`src/rtl/wb_arbiter.sv`:
```
// Write-back arbiter: round-robin selection among ALU/BRU/LSU result streams
// into a single registered output stage that drives the register-file write port.
module wb_arbiter #(
    parameter int XLEN = 32,
    parameter int NSRC = 3
) (
    input  logic                       clk,
    input  logic                       rst,
    input  logic [NSRC-1:0]            src_tvalid,
    output logic [NSRC-1:0]            src_tready,
    input  logic [NSRC-1:0][XLEN+4:0]  src_tdata,
    input  logic                       rf_wstall,
    output logic                       rf_we,
    output logic [4:0]                 rf_waddr,
    output logic [XLEN-1:0]            rf_wdata,
    output logic                       sb_clr_valid,
    output logic [63:0]                instret,
    input  logic                       invalidate
);

    typedef logic [1:0] src_idx_t;

    function automatic src_idx_t next_src(input src_idx_t idx);
        return (idx == 2'd2) ? 2'd0 : idx + 2'd1;
    endfunction

    logic            out_valid_q, out_valid_d;
    logic [4:0]      out_rd_q,    out_rd_d;
    logic [XLEN-1:0] out_data_q,  out_data_d;
    src_idx_t        rr_q,        rr_d;
    logic [63:0]     instret_q,   instret_d;
    logic            rst_q,       rst_d;

    src_idx_t grant_s;
    src_idx_t cand_s;
    logic     grant_found_s;
    logic     retire_s;
    logic     free_s;
    logic     accept_s;

    // Cyclic scan for the first valid source starting at the round-robin pointer.
    always_comb begin
        grant_s       = rr_q;
        grant_found_s = 1'b0;
        cand_s        = rr_q;
        for (int i = 0; i < 3; i++) begin
            if (!grant_found_s && src_tvalid[cand_s]) begin
                grant_s       = cand_s;
                grant_found_s = 1'b1;
            end else begin
                grant_found_s = grant_found_s;
            end
            cand_s = next_src(cand_s);
        end
    end

    // Handshake qualifiers; ready is also held low the cycle after reset.
    always_comb begin
        retire_s = out_valid_q && !rf_wstall && !invalidate && !rst;
        free_s   = !out_valid_q || retire_s;
        accept_s = grant_found_s && free_s && !invalidate && !rst && !rst_q;
        if (accept_s) begin
            src_tready = NSRC'(1) << grant_s;
        end else begin
            src_tready = '0;
        end
    end

    // Register-file write port and scoreboard clear straight from the output stage.
    always_comb begin
        rf_we        = retire_s && (out_rd_q != 5'd0);
        sb_clr_valid = retire_s;
        instret      = instret_q;
        if (rst) begin
            rf_waddr = 5'd0;
            rf_wdata = '0;
        end else begin
            rf_waddr = out_rd_q;
            rf_wdata = out_data_q;
        end
    end

    // Next-state for the output stage, round-robin pointer and retire counter.
    always_comb begin
        out_valid_d = out_valid_q;
        out_rd_d    = out_rd_q;
        out_data_d  = out_data_q;
        rr_d        = rr_q;
        instret_d   = instret_q;
        rst_d       = rst;
        if (retire_s) begin
            instret_d = instret_q + 64'd1;
        end else begin
            instret_d = instret_q;
        end
        if (invalidate) begin
            out_valid_d = 1'b0;
        end else if (accept_s) begin
            out_valid_d = 1'b1;
            out_rd_d    = src_tdata[grant_s][XLEN+4:XLEN];
            out_data_d  = src_tdata[grant_s][XLEN-1:0];
            rr_d        = next_src(grant_s);
        end else if (retire_s) begin
            out_valid_d = 1'b0;
        end else begin
            out_valid_d = out_valid_q;
        end
    end

    // State registers with synchronous reset.
    always_ff @(posedge clk) begin
        rst_q <= rst_d;
        if (rst) begin
            out_valid_q <= 1'b0;
            out_rd_q    <= 5'd0;
            out_data_q  <= '0;
            rr_q        <= 2'd0;
            instret_q   <= 64'd0;
        end else begin
            out_valid_q <= out_valid_d;
            out_rd_q    <= out_rd_d;
            out_data_q  <= out_data_d;
            rr_q        <= rr_d;
            instret_q   <= instret_d;
        end
    end

endmodule

```
`config.mk`:
```
export PLATFORM = sky130hd
export DESIGN_NAME = wb_arbiter
export DESIGN_NICKNAME = d
export VERILOG_FILES = /design/src/rtl/wb_arbiter.sv
export SDC_FILE = /design/constraint.sdc
export NUM_CORES = 1
export LEC_CHECK = 0
export CAP_MARGIN = 20
export CELL_PAD_IN_SITES_DETAIL_PLACEMENT = 1
export CELL_PAD_IN_SITES_GLOBAL_PLACEMENT = 1
export CORE_MARGIN = 3
export CORE_UTILIZATION = 30
export DETAILED_ROUTE_END_ITERATION = 10
export PLACE_DENSITY = 0.84
export SLEW_MARGIN = 20
export SYNTH_ARGS = -nofsm -noshare
export SYNTH_HDL_FRONTEND = slang
export SYNTH_SLANG_ARGS = --single-unit
```
`constraint.sdc`:
```
create_clock -name clk -period 6.8 [get_ports clk]
set_clock_uncertainty 0.15 [all_clocks]
set_input_delay 1.02 -clock clk [delete_from_list [all_inputs] [get_ports clk]]
set_output_delay 1.02 -clock clk [all_outputs]
set_load 0.01 [all_outputs]
```
==> impl_metrics.ini <==
[global_route]
antenna_found_initial = 0
wire_length_of_the_first_global_routing_pass_um = 32950
grt_pass1_vias = 6320
grt_start_max_net_pins = 97
globalRouteOverflowTotal = 0
gr-usage-all-layers_pct = 20.22

[cells_and_area]
layout_stage_area_growth_over_the_synthesis_result_pct = 49.93
drive_above_1_share_pct = 4.435
num-nets-final = 1016
diodes = 0

[die]
die_width_um = 141.3
initial_core_util_pct = 31.20
floorplan.core_area_um2 = 17600
design.die.area_um2 = 19960
die_height_um = 141.3
design.portCount = 224
placementRows = 48

[routing]
first_pass_iters = 5
antenna_left = 0
route.detailed.drc = 0
vias_per_cell = 5.394
routedWlPerCell_um = 18.11
drt_iter0_drc = 321
dr_total_vias = 6079
drt_wl_total_um = 20410

[min_path]
worstHoldPathType = reg -> reg

[placement]
placement.io_buffers = 223
dpl.hpwl_um = 14760
placement.setup.worst_slack_ns = 1.960
globalplace.congestion = 0.8541

[sta]
report.final.slew_viol_count = 0
fin_setup_tns_ns = 0
final_hold_viol_count = 0
timing.final.ws_setup_ns = 2.347
fraction_of_the_cycle_the_final_worst_path_needs_pct = 65.49
tightest_slew_margin_relative_to_the_limit_pct = 30.76
setup_viol = 0
peak_freq_mhz = 224.6
timing.final.crit_period_ns = 4.453
tightest_slew_ns = 1.039
hold-worst-slack_ns = 0.3467
grt_setup_unrepaired = no

[yosys]
synth-warning-count = 0
yosys_register_bits = 105
syn-mean-instance-area_um2 = 7.854
mappedNetlistArea_um2 = 5490
ys_seq_area_share_pct = 38.29
syn-num-nets = 818
synth-edff-count = 0
synthFlopType = sky130_fd_sc_hd__dfxtp_1
post_synth_inst_count = 699
async_flop_share_pct = 0
yosysUniqueCellTypes = 43

[critical_path]
timing_worst_setup_path_type = in -> out
timing.critical_path.fanout_max = 26
cp_data_arrival_time_ns = 3.28
critical_path.startpoint_type = input pin
endpoint_kind = primary output
cp.required_ns = 5.63

[cts]
htree_num_levels = 3
clock-sinks = 105
cts_hold_repair.buffers = 0
cts_buffers = 9
tritoncts = built
clock_insertion_delay_worst_skew_ns = 0.35
cts.clk_slew.worst_paths_ns = 0.07
cts_setup_buffers = 0
clk_path_buf_depth = 2
root_cell_of_the_clock_tree = sky130_fd_sc_hd__clkbuf_16
cts_resized = 0

[power_and_ir_drop]
power_per_cell_area_nw_per_um2 = 170.1
leakagePower_uw = 0.002742
totalPowerFinal_uw = 1401
vdd_drop_max_uv = 111.7

[run]
drv_cap = 0

[run_status]
result_of_the_run = finished clean
-- cell families (layout without fill, tap and decap cells) --
family	after synthesis	in the layout	share of synthesized area, %
adders and majority gates	1	1	0.2279
buffers and inverters	59	262	4.170
DFF	105	105	38.29
xor gates and xnor gates	31	31	4.945
AOI/OAI and AO/OA	199	199	21.49
and+or+nand+nor	304	304	30.88
-- power by group --
group / total (uW) / leakage [uW] / switching (uW) / internal [uW]
logic: 214 / 0.00174 / 97.1 / 117
registers: 638 / 0.000852 / 5.61 / 632
clock network: 549 / 0.000149 / 257 / 292
total: 1400 / 0.00274 / 360 / 1040
-- sequential cells by signal, summed over array words and instances, names as in the netlist --
register	flops
instret	64
out_data_q	32
out_rd_q	5
out_valid_q	1
rr_q	2
rst_q	1
-- path summary, 6_finish.rpt --
check / from / to / slack, ns / cells past startpoint
worst max-delay path: src_tvalid[2] / src_tready[0] / 2.35 / 7
worst min register to register: instret[63] / instret[63] / 0.35 / 2
worst min-delay path: instret[63] / instret[63] / 0.35 / 2
worst max register to register: out_valid_q / instret[51] / 3.33 / 5
-- cells in the mapped netlist (all sizes together), types with 2 or more instances --
library cell / instances / share of area [%]
dfxtp: 105 / 38
a21oi: 82 / 7.5
nor2: 72 / 4.9
o21ai: 61 / 5.6
nand2: 47 / 3.2
clkbuf: 41 / 2.8
nor2b: 38 / 4.3
nand4: 33 / 3.9
a21boi: 23 / 3.1
nand3: 23 / 2.3
nor3b: 23 / 3.1
xor2: 22 / 3.5
or3: 21 / 2.4
a222oi: 14 / 2.6
inv: 14 / 0.96
nor4: 10 / 1.9
xnor2: 9 / 1.4
and4: 8 / 1.3
and2: 6 / 0.68
and3: 6 / 0.68
nor3: 6 / 0.55
o31ai: 6 / 0.82
or4: 6 / 0.82
buf: 4 / 0.41
a31o: 2 / 0.32
o211ai: 2 / 0.27
o21a: 2 / 0.27
o311ai: 2 / 0.32
o41ai: 2 / 0.32
or4b: 2 / 0.36
-- through the flow --
step | util [%] | area, um2 | instances
finish | 46.78 | 8232 | 1127
floorplan | - | 5490 | 699
global route | 46.78 | 8232 | 1127
global placement | 45.06 | 7929 | 1111
CTS | 46.77 | 8230 | 1127
detailed placement | 45.06 | 7929 | 1111
-- area by class of cell --
class | count | area, um2
multi-input cells | 535 | 3197
repair buffers | 232 | 2297
clock buffers | 10 | 229.0
clock inverters | 6 | 72.57
well taps | 225 | 281.5
flip-flops and latches | 105 | 2102
inverters | 14 | 52.55
fillers | 2125 | 9365
-- critical path, stage by stage --
cell	delay (ns)
sky130_fd_sc_hd__clkdlybuf4s50_1	0.54
sky130_fd_sc_hd__inv_1	0.09
sky130_fd_sc_hd__a21oi_1	0.27
sky130_fd_sc_hd__o311a_2	0.61
sky130_fd_sc_hd__nand2_1	0.14
sky130_fd_sc_hd__inv_1	0.08
sky130_fd_sc_hd__clkdlybuf4s50_1	0.53
-- layout by cell type (no fill, tap or decap), types with 6 or more instances in the layout --
cell	count
sky130_fd_sc_hd__xor2_1	22
sky130_fd_sc_hd__dfxtp_1	105
sky130_fd_sc_hd__nand3_1	22
sky130_fd_sc_hd__nand2_1	47
sky130_fd_sc_hd__and3_1	6
sky130_fd_sc_hd__o21ai_1	12
sky130_fd_sc_hd__nor2_1	72
sky130_fd_sc_hd__o21ai_0	48
sky130_fd_sc_hd__and2_1	6
sky130_fd_sc_hd__clkdlybuf4s50_1	222
sky130_fd_sc_hd__nor4_1	6
sky130_fd_sc_hd__clkbuf_16	9
sky130_fd_sc_hd__nor3_1	6
sky130_fd_sc_hd__nand4_1	32
sky130_fd_sc_hd__or3_1	21
sky130_fd_sc_hd__or4_1	6
sky130_fd_sc_hd__a21boi_0	23
sky130_fd_sc_hd__and4_1	8
sky130_fd_sc_hd__inv_1	14
sky130_fd_sc_hd__a21oi_1	81
sky130_fd_sc_hd__buf_4	10
sky130_fd_sc_hd__o31ai_1	6
sky130_fd_sc_hd__a222oi_1	14
sky130_fd_sc_hd__xnor2_1	9
sky130_fd_sc_hd__nor2b_1	38
sky130_fd_sc_hd__nor3b_1	23
-- routing by layer --
metal,GRT usage (%),share of wire (%),vias to the layer above
met2,34.36,47,196
met3,6.539,9.0,21
met4,5.915,1.6,0
li1,-,-,2928
met1,24.47,42,2934
met5,0,0,-
(Power assumes the default switching activity.)
